**src/rtl/mem_arb_pkg.sv**
```systemverilog
// mem_arb_pkg: shared types and defaults for the memory arbiter.
package mem_arb_pkg;
  localparam int MEM_ARB_LINE_W = 128;
  localparam int MEM_ARB_TIMEOUT_DEFAULT = 255;
  typedef enum logic [1:0] {IDLE, BUSY, RESP} arb_state_t;
  typedef enum logic {OWN_IC, OWN_DC} arb_owner_t;
  typedef logic [MEM_ARB_LINE_W-1:0] line_t;
endpackage

```
**src/rtl/mem_arbiter_if.sv**
```systemverilog
// mem_arbiter_if: icache, dcache and memory line-port signals around the arbiter.
interface mem_arbiter_if #(parameter int ADDR_W = 32, parameter int LINE_W = 128);
  logic ic_req;
  logic [ADDR_W-1:0] ic_addr;
  logic ic_resp_valid;
  logic [LINE_W-1:0] ic_rdata;
  logic ic_wait;
  logic dc_req;
  logic dc_we;
  logic [ADDR_W-1:0] dc_addr;
  logic [LINE_W-1:0] dc_wdata;
  logic dc_resp_valid;
  logic [LINE_W-1:0] dc_rdata;
  logic dc_wait;
  logic mem_req;
  logic mem_we;
  logic [ADDR_W-1:0] mem_addr;
  logic [LINE_W-1:0] mem_wdata;
  logic mem_ready;
  logic [LINE_W-1:0] mem_rdata;
  logic timeout_err;
  modport master (
    input ic_req, ic_addr, dc_req, dc_we, dc_addr, dc_wdata, mem_ready, mem_rdata,
    output ic_resp_valid, ic_rdata, ic_wait, dc_resp_valid, dc_rdata, dc_wait,
    output mem_req, mem_we, mem_addr, mem_wdata, timeout_err
  );
  modport slave (
    output ic_req, ic_addr, dc_req, dc_we, dc_addr, dc_wdata, mem_ready, mem_rdata,
    input ic_resp_valid, ic_rdata, ic_wait, dc_resp_valid, dc_rdata, dc_wait,
    input mem_req, mem_we, mem_addr, mem_wdata, timeout_err
  );
endinterface

```
**src/rtl/mem_arbiter_pick.sv**
```systemverilog
// arb_pick: winner selection between icache and dcache requests.
// MEM_ARB_RR_EN selects round-robin on ties; otherwise the dcache always wins.
module arb_pick import mem_arb_pkg::*; (
  input logic icReq,
  input logic dcReq,
  output logic anyReq,
  output arb_owner_t grant
`ifdef MEM_ARB_RR_EN
  ,
  input arb_owner_t lastGrant
`endif
);
  always_comb anyReq = icReq | dcReq;
`ifdef MEM_ARB_RR_EN
  always_comb grant = (dcReq && (!icReq || lastGrant == OWN_IC)) ? OWN_DC : OWN_IC;
`else
  always_comb grant = dcReq ? OWN_DC : OWN_IC;
`endif
endmodule

```
**src/rtl/mem_arbiter.sv**
```systemverilog
// mem_arbiter: shares one memory line port between icache refill and dcache refill/writeback.
// Define MEM_ARB_RR_EN for round-robin arbitration; default is fixed dcache priority.
module mem_arbiter import mem_arb_pkg::*; #(
  parameter int ADDR_W = 32,
  parameter int LINE_W = 128,
  parameter int TIMEOUT = MEM_ARB_TIMEOUT_DEFAULT
) (
  input logic clock,
  input logic reset,
  mem_arbiter_if.master bus
);
  arb_state_t state;
  arb_owner_t owner, pick;
  logic anyReq, weQ, timeoutErr, expired;
  logic [ADDR_W-1:0] addrQ;
  logic [LINE_W-1:0] wdataQ, icData, dcData, rdataNext;
  logic [31:0] cnt;
  always_comb expired = TIMEOUT != 0 && cnt == 32'(TIMEOUT - 1);
  // A timed-out transaction returns all-ones so the stalled cache can proceed.
  always_comb rdataNext = bus.mem_ready ? bus.mem_rdata : '1;
`ifdef MEM_ARB_RR_EN
  arb_owner_t lastGrant;
  arb_pick u_pick (.icReq(bus.ic_req), .dcReq(bus.dc_req), .anyReq, .grant(pick), .lastGrant);
  always_ff @(posedge clock or posedge reset)
    if (reset) lastGrant <= OWN_IC;
    else if (state == IDLE && anyReq) lastGrant <= pick;
`else
  arb_pick u_pick (.icReq(bus.ic_req), .dcReq(bus.dc_req), .anyReq, .grant(pick));
`endif
  always_ff @(posedge clock or posedge reset) begin
    if (reset) begin
      state <= IDLE;
      owner <= OWN_IC;
      addrQ <= '0;
      weQ <= 1'b0;
      wdataQ <= '0;
      icData <= '0;
      dcData <= '0;
      cnt <= '0;
      timeoutErr <= 1'b0;
    end else if (state == IDLE) begin
      if (anyReq) begin
        owner <= pick;
        addrQ <= pick == OWN_DC ? bus.dc_addr : bus.ic_addr;
        weQ <= pick == OWN_DC && bus.dc_we;
        wdataQ <= pick == OWN_DC ? bus.dc_wdata : '0;
        state <= BUSY;
      end
    end else if (state == BUSY) begin
      if (bus.mem_ready || expired) begin
        if (owner == OWN_DC) dcData <= rdataNext;
        else icData <= rdataNext;
        timeoutErr <= timeoutErr | ~bus.mem_ready;
        cnt <= '0;
        state <= RESP;
      end else cnt <= cnt + 32'd1;
    end else state <= IDLE;
  end
  assign bus.mem_req = state == BUSY;
  assign bus.mem_we = weQ;
  assign bus.mem_addr = addrQ;
  assign bus.mem_wdata = wdataQ;
  assign bus.ic_resp_valid = state == RESP && owner == OWN_IC;
  assign bus.dc_resp_valid = state == RESP && owner == OWN_DC;
  assign bus.ic_rdata = icData;
  assign bus.dc_rdata = dcData;
  assign bus.ic_wait = bus.ic_req & ~bus.ic_resp_valid;
  assign bus.dc_wait = bus.dc_req & ~bus.dc_resp_valid;
  assign bus.timeout_err = timeoutErr;
endmodule

```
**src/flat_wrapper.sv**
```systemverilog
// flat-port wrapper written by rule: the top's interface ports become plain ports
module mem_arbiter_flat import mem_arb_pkg::*;
#(
  parameter int ADDR_W = 32,
  parameter int LINE_W = 128,
  parameter int TIMEOUT = MEM_ARB_TIMEOUT_DEFAULT
)
  (clock, reset, bus_ic_req, bus_ic_addr, bus_dc_req, bus_dc_we, bus_dc_addr, bus_dc_wdata, bus_mem_ready, bus_mem_rdata, bus_ic_resp_valid, bus_ic_rdata, bus_ic_wait, bus_dc_resp_valid, bus_dc_rdata, bus_dc_wait, bus_mem_req, bus_mem_we, bus_mem_addr, bus_mem_wdata, bus_timeout_err);
  mem_arbiter_if #(.ADDR_W(ADDR_W), .LINE_W(LINE_W)) bus_i ();
  input logic clock;
  input logic reset;
  input wire logic [$bits(bus_i.ic_req)-1:0] bus_ic_req;
  input wire logic [$bits(bus_i.ic_addr)-1:0] bus_ic_addr;
  input wire logic [$bits(bus_i.dc_req)-1:0] bus_dc_req;
  input wire logic [$bits(bus_i.dc_we)-1:0] bus_dc_we;
  input wire logic [$bits(bus_i.dc_addr)-1:0] bus_dc_addr;
  input wire logic [$bits(bus_i.dc_wdata)-1:0] bus_dc_wdata;
  input wire logic [$bits(bus_i.mem_ready)-1:0] bus_mem_ready;
  input wire logic [$bits(bus_i.mem_rdata)-1:0] bus_mem_rdata;
  output wire logic [$bits(bus_i.ic_resp_valid)-1:0] bus_ic_resp_valid;
  output wire logic [$bits(bus_i.ic_rdata)-1:0] bus_ic_rdata;
  output wire logic [$bits(bus_i.ic_wait)-1:0] bus_ic_wait;
  output wire logic [$bits(bus_i.dc_resp_valid)-1:0] bus_dc_resp_valid;
  output wire logic [$bits(bus_i.dc_rdata)-1:0] bus_dc_rdata;
  output wire logic [$bits(bus_i.dc_wait)-1:0] bus_dc_wait;
  output wire logic [$bits(bus_i.mem_req)-1:0] bus_mem_req;
  output wire logic [$bits(bus_i.mem_we)-1:0] bus_mem_we;
  output wire logic [$bits(bus_i.mem_addr)-1:0] bus_mem_addr;
  output wire logic [$bits(bus_i.mem_wdata)-1:0] bus_mem_wdata;
  output wire logic [$bits(bus_i.timeout_err)-1:0] bus_timeout_err;
  assign bus_i.ic_req = bus_ic_req;
  assign bus_i.ic_addr = bus_ic_addr;
  assign bus_i.dc_req = bus_dc_req;
  assign bus_i.dc_we = bus_dc_we;
  assign bus_i.dc_addr = bus_dc_addr;
  assign bus_i.dc_wdata = bus_dc_wdata;
  assign bus_i.mem_ready = bus_mem_ready;
  assign bus_i.mem_rdata = bus_mem_rdata;
  assign bus_ic_resp_valid = bus_i.ic_resp_valid;
  assign bus_ic_rdata = bus_i.ic_rdata;
  assign bus_ic_wait = bus_i.ic_wait;
  assign bus_dc_resp_valid = bus_i.dc_resp_valid;
  assign bus_dc_rdata = bus_i.dc_rdata;
  assign bus_dc_wait = bus_i.dc_wait;
  assign bus_mem_req = bus_i.mem_req;
  assign bus_mem_we = bus_i.mem_we;
  assign bus_mem_addr = bus_i.mem_addr;
  assign bus_mem_wdata = bus_i.mem_wdata;
  assign bus_timeout_err = bus_i.timeout_err;
  mem_arbiter #(.ADDR_W(ADDR_W), .LINE_W(LINE_W), .TIMEOUT(TIMEOUT)) u_core (.clock(clock), .reset(reset), .bus(bus_i));
endmodule
```
**config.mk**
```make
export PLATFORM = sky130hd
export DESIGN_NAME = mem_arbiter_flat
export DESIGN_NICKNAME = d
export VERILOG_FILES = /design/src/rtl/mem_arb_pkg.sv /design/src/rtl/mem_arbiter_if.sv /design/src/rtl/mem_arbiter_pick.sv /design/src/rtl/mem_arbiter.sv /design/src/flat_wrapper.sv
export SDC_FILE = /design/constraint.sdc
export NUM_CORES = 1
export LEC_CHECK = 0
export CAP_MARGIN = 20
export CELL_PAD_IN_SITES_DETAIL_PLACEMENT = 1
export CELL_PAD_IN_SITES_GLOBAL_PLACEMENT = 2
export CORE_AREA = 2 2 289 291
export CTS_BUF_LIST = sky130_fd_sc_hd__clkbuf_8 sky130_fd_sc_hd__clkbuf_16
export DETAILED_ROUTE_END_ITERATION = 6
export DIE_AREA = 0 0 291 293
export PLACE_DENSITY_LB_ADDON = 0.1
export RECOVER_POWER = 100
export SYNTH_ARGS = -nofsm -noshare
export SYNTH_HDL_FRONTEND = slang
export SYNTH_SLANG_ARGS = --single-unit
```
**constraint.sdc**
```tcl
create_clock -name clock -period 18.7 [get_ports clock]
set_clock_uncertainty 0.2 [all_clocks]
set_input_delay 3.74 -clock clock [delete_from_list [all_inputs] [get_ports clock]]
set_output_delay 3.74 -clock clock [all_outputs]
set_load 0.05 [all_outputs]
```
==> results of run 1 <==
-- stage by stage --
step / utilization [%] / setup slack, ps / hold WS, ps / std cells / instance area, um2
floorplan: - / 2130 / 310 / 1197 / 17400
global placement: 31.3 / 9380 / 263 / 2932 / 25600
detailed placement: 31.3 / 9420 / 273 / 2932 / 25600
CTS: 33.6 / 9400 / 288 / 3034 / 27500
global route: 33.5 / 5440 / 290 / 3035 / 27400
finish: 33.5 / 7030 / 273 / 3037 / 27400
-- cells in the final DEF (no fill, tap or decap), drive strengths merged, types with 2 or more instances in the layout --
master / netlist / final
dfrtp: 453 / 453
dlygate4sd3: 0 / 426
clkdlybuf4s50: 0 / 321
o22a: 256 / 256
a22o: 129 / 129
clkbuf: 62 / 87
nand2: 47 / 47
o21ai: 38 / 38
mux2i: 33 / 33
nor2: 30 / 30
inv: 10 / 26
xor2: 20 / 20
nand4: 15 / 15
nand3: 8 / 8
clkinv: 0 / 8
buf: 41 / 8
nor4: 7 / 7
a21oi: 6 / 6
and3: 5 / 5
xnor2: 4 / 4
and4: 4 / 4
diode: 0 / 3
or2: 3 / 3
bufinv: 0 / 3
nor3: 3 / 3
and2: 3 / 3
or3: 2 / 2
nor3b: 2 / 2
nor2b: 2 / 2
o31ai: 2 / 2
ha: 2 / 2
-- power breakdown --
part | total (uW) | switching (uW) | internal (uW)
Sequential | 1670 | 241 | 1430
Combinational | 3350 | 2340 | 1010
Clock | 1110 | 445 | 663
Total | 6120 | 3030 | 3100
-- flip-flops by register name, summed over array words and instances (netlist names) --
register                cells
u_core.bus.dc_rdata       128
u_core.bus.ic_rdata       128
u_core.bus.mem_addr        32
u_core.bus.mem_wdata      128
u_core.bus.mem_we           1
u_core.bus.timeout_err      1
u_core.cnt                 32
u_core.owner                1
u_core.state                2
-- cell type report --
| class | count | area, um2 | share of cell area [%] |
|---|---|---|---|
| flip-flops and latches | 453 | 11300 | 41.4 |
| repair buffers | 768 | 7600 | 27.7 |
| multi-input cells | 631 | 5170 | 18.9 |
| clock buffers | 74 | 1670 | 6.10 |
| well taps | 1070 | 1340 | 4.89 |
| clock inverters | 28 | 224 | 0.818 |
| inverters | 10 | 38.8 | 0.142 |
| diodes | 3 | 7.51 | 0.0274 |
-- worst max path at each step --
| stage | endpoint | slack, ps | cells past startpoint |
|---|---|---|---|
| after global placement | bus_dc_wait | 9380 | 4 |
| after floorplan | u_core.bus.dc_rdata[0]$_DFFE_PP0P_ | 2130 | 1 |
| after CTS | bus_dc_wait | 9400 | 4 |
| final | u_core.bus.dc_rdata[29]$_DFFE_PP0P_ | 7030 | 4 |
| after global routing | u_core.bus.ic_rdata[28]$_DFFE_PP0P_ | 5440 | 4 |
| after detailed placement | bus_dc_wait | 9420 | 4 |
-- routing by layer --
metal  GRT usage [%]  up-vias
met1            20.3     6914
met3            7.41      105
met4            4.02       18
li1                -     5975
met5               0        -
met2            30.7      545
-- cells by family (layout without fill, tap and decap cells) --
logic type,after synthesis,after routing
flops,453,453
compound gates,436,436
simple gates,136,136
buf+inv,113,880
mux,33,33
xor+xnor,24,24
fa+ha+maj,2,2
other cells,0,3
-- worst max-delay path: stages --
cell,delay (ps)
dlygate4sd3_1,550
clkinvlp_2,3010
buf_12,580
clkbuf_1,3010
==> out/results.tsv, run 1 <==
stage	metric	value	unit
clock_network	CTS tree	yes	
clock_network	Clock Tree Root	clkbuf_16	
routing	max layer used	met5	
logic_synthesis	Synth area leaders	dfrtp_1 (65%), o22a_2 (9.3%), a22o_1 (6.5%), o22a_1 (4.7%), buf_12 (2.5%)	
pwr	Leak Pwr	0.0112	uW
logic_synthesis	Post-Syn Area	0.0174	mm2
grt	gr usage total	17.7	%
grt	vias in the first global route	14823	
routing	met2 WL	38600	um
clock_network	CTS Buffer Depth	3	
routing	WL met1	29600	um
logic_synthesis	Adder-Cell Fraction of Synth Area	0.144	%
timing	final worst-path cycle share	62.4	%
worst_setup_path	CP Capture Type	async pin	
pwr	pwr dens	224	mW/mm2
worst_hold_path	HP Start	u_core.bus.mem_addr[1]$_DFFE_PP0P_	
floorplan	Die X	291	um
pwr	Pwr Total	6120	uW
logic_synthesis	area fraction of the dominant cell type after synthesis	65.1	%
grt	grt ovf	0	
worst_setup_path	worst path arrival time	11200	ps
grt	antenna violations before repair	16	
logic_synthesis	Mapped Cells	1197	
clock_network	Post-CTS Setup Repair Bufs	0	
timing	Hold Fails Final Rpt	0	
routing	vias	13557	
routing	Routed WL per cell	25.4	um
logic_synthesis	Synth Net Count	1525	
placement	post-DP HPWL	56300	um
logic_synthesis	post-synthesis mux area share	1.90	%
worst_hold_path	Hold Path Stages	2	
logic_synthesis	sequential share of the synthesized area	65.1	%
logic_synthesis	combinational family with the most area after synthesis	compound AO/OA/AOI/OAI gates	
floorplan	die area	0.0853	mm2
clock_network	Worst-Skew Late Latency	600	ps
timing	relative slew slack	-278	%
clock_network	H-tree levels	2	
worst_setup_path	Reg-to-Reg End	u_core.bus.ic_rdata[102]$_DFFE_PP0P_	
worst_setup_path	CP Data Required Time	18230	ps
final_layout	NumNets Final	2249	
floorplan	Initial Util	21.3	%
placement	port buffer count	748	
logic_synthesis	Simple-Gate Fraction of Synth Area	4.35	%
routing	drt initial violations	517	
worst_setup_path	CP Max Fanout	157	
logic_synthesis	prevailing post-synth register cell	dfrtp_1	
grt	first-pass GRT wire length	112000	um
logic_synthesis	Yosys top cell by area	dfrtp_1	
grt	largest net degree at the start of global routing	158	
worst_setup_path	R2R cell count	5	
worst_setup_path	CP Class	input pin to async pin	
floorplan	Die Y	293	um
worst_setup_path	FF-to-FF setup slack	11860	ps
status	status	finished, violations left	
clock_network	clk slew on worst S/H paths	60	ps
logic_synthesis	Post-synth EDFFs	0	
timing	setup TNS	0	ps
worst_hold_path	Hold WC Path Type	flip-flop to flip-flop	
logic_synthesis	synth cell count leaders	dfrtp_1 (453), o22a_2 (162), a22o_1 (129), o22a_1 (94), clkbuf_1 (59)	
logic_synthesis	Post-Synth XOR/XNOR Area	1.21	%
logic_synthesis	complex-gate fraction of the synthesized area	22.2	%
placement	Final Wtd Congestion	0.803	
timing	Final setup violation count	0	
routing	wire length on met3	7340	um
worst_setup_path	CP startpoint	reset	
final_layout	Fillers	8684	
timing	Slew @ Worst Pin	5670	ps
floorplan	FP Rows	105	
pwr	Worst VDD drop	0.0000984	V
floorplan	IO Pins	749	
logic_synthesis	count leader, synth	dfrtp_1	
logic_synthesis	Yosys cell types	48	
routing	Residual DRC	0	
status	failing checks	max-capacitance violations, max-slew violations	
logic_synthesis	Avg Cell Area, Syn	14.5	um2
timing	Tmin final	11670	ps
routing	vias per cell	4.46	
timing	Final Max Slew Viols	947	
worst_hold_path	Worst Hold End	u_core.bus.mem_addr[1]$_DFFE_PP0P_	
timing	Max Freq	85.7	MHz
floorplan	core footprint	0.0818	mm2
final_layout	Area growth syn-to-layout	57.3	%
clock_network	clock sinks	453	
logic_synthesis	register bit total from synthesis	453	
flow_run	MaxCap Viol Count	16	
routing	Routed Antenna Nets	0	
clock_network	# hold bufs at CTS	0	
worst_setup_path	origin of the critical flop-to-flop path	u_core.state[0]$_DFFE_PP0P_	
clock_network	TritonCTS Buffers	57	
routing	Post-Route WL	77200	um
worst_setup_path	CP startpoint kind	input pin	
routing	Detailed Routing Iterations Pass 1	5	
logic_synthesis	yosys warns	0	
final_layout	share of cells above drive strength 1	13.7	%
timing	RSZ-0062 raised after global routing	false	
clock_network	PostCTS Resize Cnt	0	
logic_synthesis	async set-reset flop share out of synthesis	100	%
No activity file was read; power rests on OpenSTA's default activity.
==> run 2: changes to the inputs <==
clock period = 11.3 ns   (was 18.7 ns; I/O delays follow)
==> run 2 against run 1 <==
The run still ends with max-capacitance violations, max-slew violations left. Power grew 65%. Via count grew 0.21%. Utilization is 0.067 points higher. Critical endpoint is now u_core.bus.ic_rdata[43]$_DFFE_PP0P_.
==> out/results.tsv, run 2 (synthesis results as in run 1) <==
stage	metric	value	unit	change
routing	max layer used	met5		unchanged
flow_run	MaxCap Viol Count	13		was 16
placement	dpl cells	2934		was 2932
routing	Routed Antenna Nets	0		unchanged
timing	relative slew slack	-171	%	was -278%
routing	WL met1	29700	um	was 29600 um
worst_setup_path	origin of the critical flop-to-flop path	u_core.cnt[22]$_DFFE_PP0P_		was u_core.state[0]$_DFFE_PP0P_
worst_setup_path	Top delay family on crit path	buffers and inverters		unchanged
worst_setup_path	CP Capture Type	flip-flop		was async pin
timing	setup TNS	0	ps	unchanged
routing	vias	13585		was 13557
timing	Final Max Slew Viols	675		was 947
final_layout	Register Area	0.0113	mm2	unchanged
timing	Max Freq	127	MHz	
worst_setup_path	slowest stage delay, CP	2210	ps	was 3010 ps
final_layout	Area growth syn-to-layout	57.7	%	was 57.3%
floorplan	IO Pins	749		unchanged
worst_setup_path	cells along the critical path	dlygate4sd3_1 > a41oi_1 > nor3_1 > clkbuf_1 > clkbuf_1 > o22a_2		was dlygate4sd3_1 > clkinvlp_2 > buf_12 > clkbuf_1
pwr	Worst VDD drop	0.000133	V	was 0.0000984 V
final_layout	Fillers	8637		was 8684
grt	first-pass GRT wire length	111000	um	was 112000 um
pwr	pwr dens	368	mW/mm2	was 224 mW/mm2
final_layout	post-route insts no fill	3043		was 3037
pwr	Clock Power Share	17.9	%	was 18.1%
clock_network	# hold bufs at CTS	0		unchanged
grt	grt ovf	0		unchanged
floorplan	Die Y	293	um	unchanged
worst_hold_path	Hold WC Path Type	flip-flop to flip-flop		unchanged
pwr	Internal	5100	uW	was 3100 uW
timing	final worst-path cycle share	69.6	%	
pwr	Pwr Total	10100	uW	was 6120 uW
final_layout	share of cells above drive strength 1	14.3	%	was 13.7%
worst_setup_path	most frequent CP cell	clkbuf_1		
clock_network	TritonCTS Buffers	58		was 57
pwr	combinational cell fraction of total power	54.6	%	about the same
pwr	Leak Pwr	0.0112	uW	about the same
worst_setup_path	CP startpoint	bus_mem_ready		was reset
clock_network	clk slew on worst S/H paths	60	ps	about the same
worst_setup_path	Reg-to-Reg End	u_core.bus.ic_rdata[43]$_DFFE_PP0P_		was u_core.bus.ic_rdata[102]$_DFFE_PP0P_
worst_setup_path	Levels on crit path	6		was 4
routing	wire length on met3	6650	um	was 7340 um
placement	Final Wtd Congestion	0.806		was 0.803
worst_setup_path	worst path arrival time	8200	ps	was 11200 ps
final_layout	NumNets Final	2253		was 2249
routing	drt initial violations	455		was 517
pwr	sequential power share	27.4	%	was 27.3%
timing	RSZ-0062 raised after global routing	false		unchanged
worst_setup_path	Buf/Inv on CP	3		was 4
final_layout	Multi-input gate area	0.00517	mm2	about the same
clock_network	H-tree levels	2		unchanged
floorplan	core footprint	0.0818	mm2	unchanged
timing	Final setup violation count	0		unchanged
routing	met2 WL	38500	um	was 38600 um
worst_setup_path	CP Class	input pin to flip-flop		was input pin to async pin
clock_network	Clock Tree Root	clkbuf_16		unchanged
pwr	Sw Ratio	49.5	%	was 49.4%
clock_network	clock sinks	453		unchanged
routing	Residual DRC	0		unchanged
clock_network	CTS tree	yes		unchanged
worst_setup_path	CP Data Required Time	11630	ps	was 18230 ps
clock_network	Worst-Skew Late Latency	610	ps	was 600 ps
floorplan	FP Rows	105		unchanged
routing	Post-Route WL	76700	um	was 77200 um
status	status	finished, violations left		unchanged
timing	Slew @ Worst Pin	4070	ps	was 5670 ps
worst_setup_path	crit path to	u_core.bus.ic_rdata[43]$_DFFE_PP0P_		was u_core.bus.dc_rdata[29]$_DFFE_PP0P_
final_layout	commonest non-fill, non-tap cell in the layout	dfrtp_1		unchanged
grt	largest net degree at the start of global routing	154		was 158
final_layout	most frequent cells in the layout	dfrtp_1 (453), dlygate4sd3_1 (426), clkdlybuf4s50_1 (321)		unchanged
timing	Tmin final	7870	ps	
placement	post-DP HPWL	56100	um	was 56300 um
placement	port buffer count	748		unchanged
worst_setup_path	CP startpoint kind	input pin		unchanged
worst_setup_path	Worst path slowest cell	clkbuf_1		was clkinvlp_2
floorplan	Initial Util	21.3	%	unchanged
grt	vias in the first global route	15268		was 14823
routing	Routed WL per cell	25.2	um	was 25.4 um
floorplan	die area	0.0853	mm2	unchanged
worst_setup_path	FF-to-FF setup slack	4680	ps	was 11860 ps
worst_setup_path	CP Max Fanout	53		was 157
worst_hold_path	HP Start	u_core.bus.mem_addr[0]$_DFFE_PP0P_		was u_core.bus.mem_addr[1]$_DFFE_PP0P_
pwr	switching power	5000	uW	was 3030 uW
clock_network	PostCTS Resize Cnt	0		unchanged
timing	Hold Fails Final Rpt	0		unchanged
worst_setup_path	R2R cell count	7		was 5
routing	Detailed Routing Iterations Pass 1	6		was 5
routing	vias per cell	4.46		about the same
clock_network	Post-CTS Setup Repair Bufs	0		unchanged
clock_network	CTS Buffer Depth	3		unchanged
status	failing checks	max-capacitance violations, max-slew violations		unchanged
floorplan	Die X	291	um	unchanged
grt	antenna violations before repair	18		was 16
grt	gr usage total	17.6	%	was 17.7%
-- run 2: worst min path at each step --
stage	end	slack, ps	depth (start not counted)
final	u_core.bus.mem_addr[0]$_DFFE_PP0P_	270	2
after global routing	u_core.bus.ic_rdata[111]$_DFFE_PP0P_	300	1
after CTS	u_core.bus.mem_addr[9]$_DFFE_PP0P_	290	2
after detailed placement	u_core.bus.mem_addr[0]$_DFFE_PP0P_	270	2
after global placement	u_core.bus.mem_addr[21]$_DFFE_PP0P_	260	2
after floorplan	u_core.cnt[1]$_DFFE_PP0P_	310	2
-- run 2: layer usage --
layer | GRT usage [%] | vias up
li1 | - | 5985
met1 | 19.9 | 6959
met2 | 30.7 | 501
met3 | 7.00 | 112
met4 | 4.57 | 28
met5 | 0 | -
-- run 2: cell type report --
| class | count | share of cell area [%] |
|---|---|---|
| diodes | 5 | 0.0456 |
| clock buffers | 78 | 6.29 |
| clock inverters | 25 | 0.588 |
| well taps | 1070 | 4.88 |
| inverters | 10 | 0.141 |
| multi-input cells | 631 | 18.9 |
| repair buffers | 771 | 27.9 |
| flip-flops and latches | 453 | 41.3 |
-- run 2: power by group through the flow --
stage                     registers, uW  clock network [uW]  logic (uW)
final                              2770                1810        5520
after floorplan                    5320                   0        1120
after CTS                          2810                1890        5870
after global routing               2880                1960        5740
after global placement             2800                   0        5840
after detailed placement           2820                   0        5870
-- run 2: through the flow --
| stage | utilization, % | hold WS [ps] | cell area [um2] | worst slack [ps] |
|---|---|---|---|---|
| final | 33.5 | 272 | 27400 | 3430 |
| after global placement | 31.3 | 264 | 25600 | 4940 |
| after CTS | 33.6 | 286 | 27500 | 4920 |
| after global routing | 33.5 | 297 | 27400 | 2950 |
| after floorplan | - | 310 | 17400 | 2710 |
| after detailed placement | 31.3 | 273 | 25600 | 4910 |
-- run 2: tightest hold or removal path: stages, from the launching register on --
cell and delay, ps:
dfrtp_1 340, nand2_1 40, o21ai_0 60
==> run 3: changes to the inputs <==
clock period = 7 ns   (was 11.3 ns; I/O delays follow)
==> run 3 against run 2 <==
Sequential share of layout area is essentially flat. Wire length shrank 0.26%. Die area is the same. Hold slack gained 3.2 ps. Combinational power grew 61%. Largest cell class unchanged. The run still ends with max-capacitance violations, max-slew violations left. Flip-flop and latch count is the same. Utilization is essentially flat. Critical path depth shrank 2. Non-clock buffer count is the same. Via count shrank 0.99%. Power grew 61%.
==> out/results.tsv, run 3 (synthesis results as in run 1) <==
stage	metric	value	unit	change
worst_setup_path	CP Data Required Time	7280	ps	was 11630 ps
floorplan	die area	0.0853	mm2	unchanged
pwr	Internal	8270	uW	was 5100 uW
status	status	finished, violations left		unchanged
clock_network	Clock Tree Root	clkbuf_16		unchanged
timing	Slew @ Worst Pin	2990	ps	was 4070 ps
final_layout	most frequent cells in the layout	dfrtp_1 (453), dlygate4sd3_1 (426), clkdlybuf4s50_1 (321)		unchanged
final_layout	final core utilization	33.5	%	about the same
grt	largest net degree at the start of global routing	162		was 154
timing	WHS	275	ps	was 272 ps
grt	antenna violations before repair	14		was 18
timing	Tmin final	5370	ps	
floorplan	FP Rows	105		unchanged
placement	placed instance area	0.0256	mm2	about the same
clock_network	PostCTS Resize Cnt	0		unchanged
floorplan	Die X	291	um	unchanged
floorplan	core footprint	0.0818	mm2	unchanged
worst_setup_path	Top delay family on crit path	simple AND/OR/NAND/NOR gates		was buffers and inverters
worst_setup_path	CP Capture Type	flip-flop		unchanged
final_layout	commonest non-fill, non-tap cell in the layout	dfrtp_1		unchanged
routing	vias	13451		was 13585
timing	Hold Fails Final Rpt	0		unchanged
grt	grt ovf	0		unchanged
final_layout	share of cells above drive strength 1	14.4	%	was 14.3%
pwr	Sw Ratio	49.3	%	was 49.5%
pwr	Pwr Total	16300	uW	was 10100 uW
clock_network	CTS Buffer Depth	3		unchanged
worst_hold_path	Hold WC Path Type	flip-flop to flip-flop		unchanged
routing	Routed WL per cell	25.2	um	about the same
pwr	switching power	8040	uW	was 5000 uW
pwr	Clock Power Share	18.0	%	was 17.9%
timing	Max Freq	186	MHz	
routing	Detailed Routing Iterations Pass 1	4		was 6
floorplan	Die Y	293	um	unchanged
final_layout	Area growth syn-to-layout	57.6	%	was 57.7%
worst_setup_path	cells along the critical path	dlygate4sd3_1 > nand3_1 > buf_4 > o22a_2		was dlygate4sd3_1 > a41oi_1 > nor3_1 > clkbuf_1 > clkbuf_1 > o22a_2
floorplan	Initial Util	21.3	%	unchanged
worst_setup_path	CP Max Fanout	57		was 53
flow_run	MaxCap Viol Count	7		was 13
routing	Routed Antenna Nets	0		unchanged
floorplan	IO Pins	749		unchanged
grt	gr usage total	17.4	%	was 17.6%
worst_setup_path	FF-to-FF setup slack	2080	ps	was 4680 ps
timing	setup TNS	0	ps	unchanged
clock_network	Worst-Skew Late Latency	590	ps	was 610 ps
pwr	pwr dens	594	mW/mm2	was 368 mW/mm2
worst_setup_path	Worst path slowest cell	nand3_1		was clkbuf_1
final_layout	Final Instance Area	0.0274	mm2	about the same
routing	vias per cell	4.42		was 4.46
clock_network	clock sinks	453		unchanged
placement	Final Wtd Congestion	0.814		was 0.806
timing	final worst-path cycle share	76.7	%	
worst_setup_path	Levels on crit path	4		was 6
clock_network	Post-CTS Setup Repair Bufs	0		unchanged
clock_network	CTS tree	yes		unchanged
pwr	Worst VDD drop	0.000269	V	was 0.000133 V
worst_setup_path	CP Class	input pin to flip-flop		unchanged
pwr	sequential power share	27.3	%	was 27.4%
placement	port buffer count	748		unchanged
pwr	combinational cell fraction of total power	54.6	%	about the same
worst_setup_path	CP startpoint kind	input pin		unchanged
worst_setup_path	origin of the critical flop-to-flop path	u_core.state[0]$_DFFE_PP0P_		was u_core.cnt[22]$_DFFE_PP0P_
final_layout	Fillers	8684		was 8637
timing	RSZ-0062 raised after global routing	false		unchanged
pwr	Leak Pwr	0.0112	uW	about the same
timing	Final Max Slew Viols	442		was 675
timing	relative slew slack	-99.5	%	was -171%
grt	vias in the first global route	15095		was 15268
clock_network	clk slew on worst S/H paths	60	ps	about the same
worst_setup_path	Reg-to-Reg End	u_core.bus.dc_rdata[39]$_DFFE_PP0P_		was u_core.bus.ic_rdata[43]$_DFFE_PP0P_
routing	Post-Route WL	76500	um	was 76700 um
worst_setup_path	worst path arrival time	5650	ps	was 8200 ps
clock_network	# hold bufs at CTS	0		unchanged
worst_setup_path	CP startpoint	bus_mem_ready		unchanged
grt	first-pass GRT wire length	111000	um	about the same
worst_setup_path	Buf/Inv on CP	2		was 3
routing	Residual DRC	0		unchanged
routing	drt initial violations	530		was 455
status	failing checks	max-capacitance violations, max-slew violations		unchanged
worst_setup_path	crit path to	u_core.bus.dc_rdata[39]$_DFFE_PP0P_		was u_core.bus.ic_rdata[43]$_DFFE_PP0P_
final_layout	NumNets Final	2251		was 2253
worst_setup_path	slowest stage delay, CP	2030	ps	was 2210 ps
timing	Final setup violation count	0		unchanged
worst_setup_path	R2R cell count	5		was 7
placement	post-DP HPWL	56300	um	was 56100 um
clock_network	H-tree levels	2		unchanged
clock_network	TritonCTS Buffers	56		was 58
## run 3: per-layer routing
metal	vias to the layer above	global-route usage [%]	share of wire, %
met4	18	3.12	1.5
met2	478	31.2	51
met1	6869	19.5	39
li1	5996	-	-
met3	90	7.21	8.9
met5	-	0	0.14
## run 3: stage by stage
| step | std cells | worst slack, ps |
|---|---|---|
| floorplan | 1197 | -727 |
| global placement | 2935 | 2380 |
| detailed placement | 2935 | 2380 |
| CTS | 3037 | 2360 |
| global route | 3037 | 1240 |
| finish | 3040 | 1630 |
## run 3: layout make-up
cell class	count	area (um2)	area share, %
well taps	1070	1340	4.88
clock buffers	82	1780	6.50
clock inverters	20	123	0.447
diodes	3	7.51	0.0274
flip-flops and latches	453	11300	41.3
repair buffers	771	7650	27.9
inverters	10	38.8	0.141
multi-input cells	631	5160	18.8
## run 3: worst min path at each step
stage          cells after the start                                   to                                start
2_1_floorplan                      2            u_core.cnt[1]$_DFFE_PP0P_            u_core.cnt[1]$_DFFE_PP0P_
3_3_place_gp                       2   u_core.bus.mem_addr[4]$_DFFE_PP0P_   u_core.bus.mem_addr[4]$_DFFE_PP0P_
3_5_place_dp                       2  u_core.bus.mem_addr[31]$_DFFE_PP0P_  u_core.bus.mem_addr[31]$_DFFE_PP0P_
4_1_cts                            2  u_core.bus.mem_addr[16]$_DFFE_PP0P_  u_core.bus.mem_addr[16]$_DFFE_PP0P_
5_1_grt                            1  u_core.bus.dc_rdata[78]$_DFFE_PP0P_  u_core.bus.dc_rdata[78]$_DFFE_PP0P_
6_report                           2  u_core.bus.mem_addr[16]$_DFFE_PP0P_  u_core.bus.mem_addr[16]$_DFFE_PP0P_
## run 3: power groups by stage
| stage | Combinational [uW] | Clock [uW] | Sequential (uW) |
|---|---|---|---|
| 2_1_floorplan | 1810 | 0 | 8580 |
| 3_3_place_gp | 9430 | 0 | 4510 |
| 3_5_place_dp | 9470 | 0 | 4530 |
| 4_1_cts | 9480 | 3060 | 4530 |
| 5_1_grt | 9260 | 3160 | 4640 |
| 6_report | 8910 | 2940 | 4460 |
## run 3: worst min-delay path: stages (launching register included)
cell     delay (ps)
dfrtp_1         330
nand2_1          50
o21ai_0          60
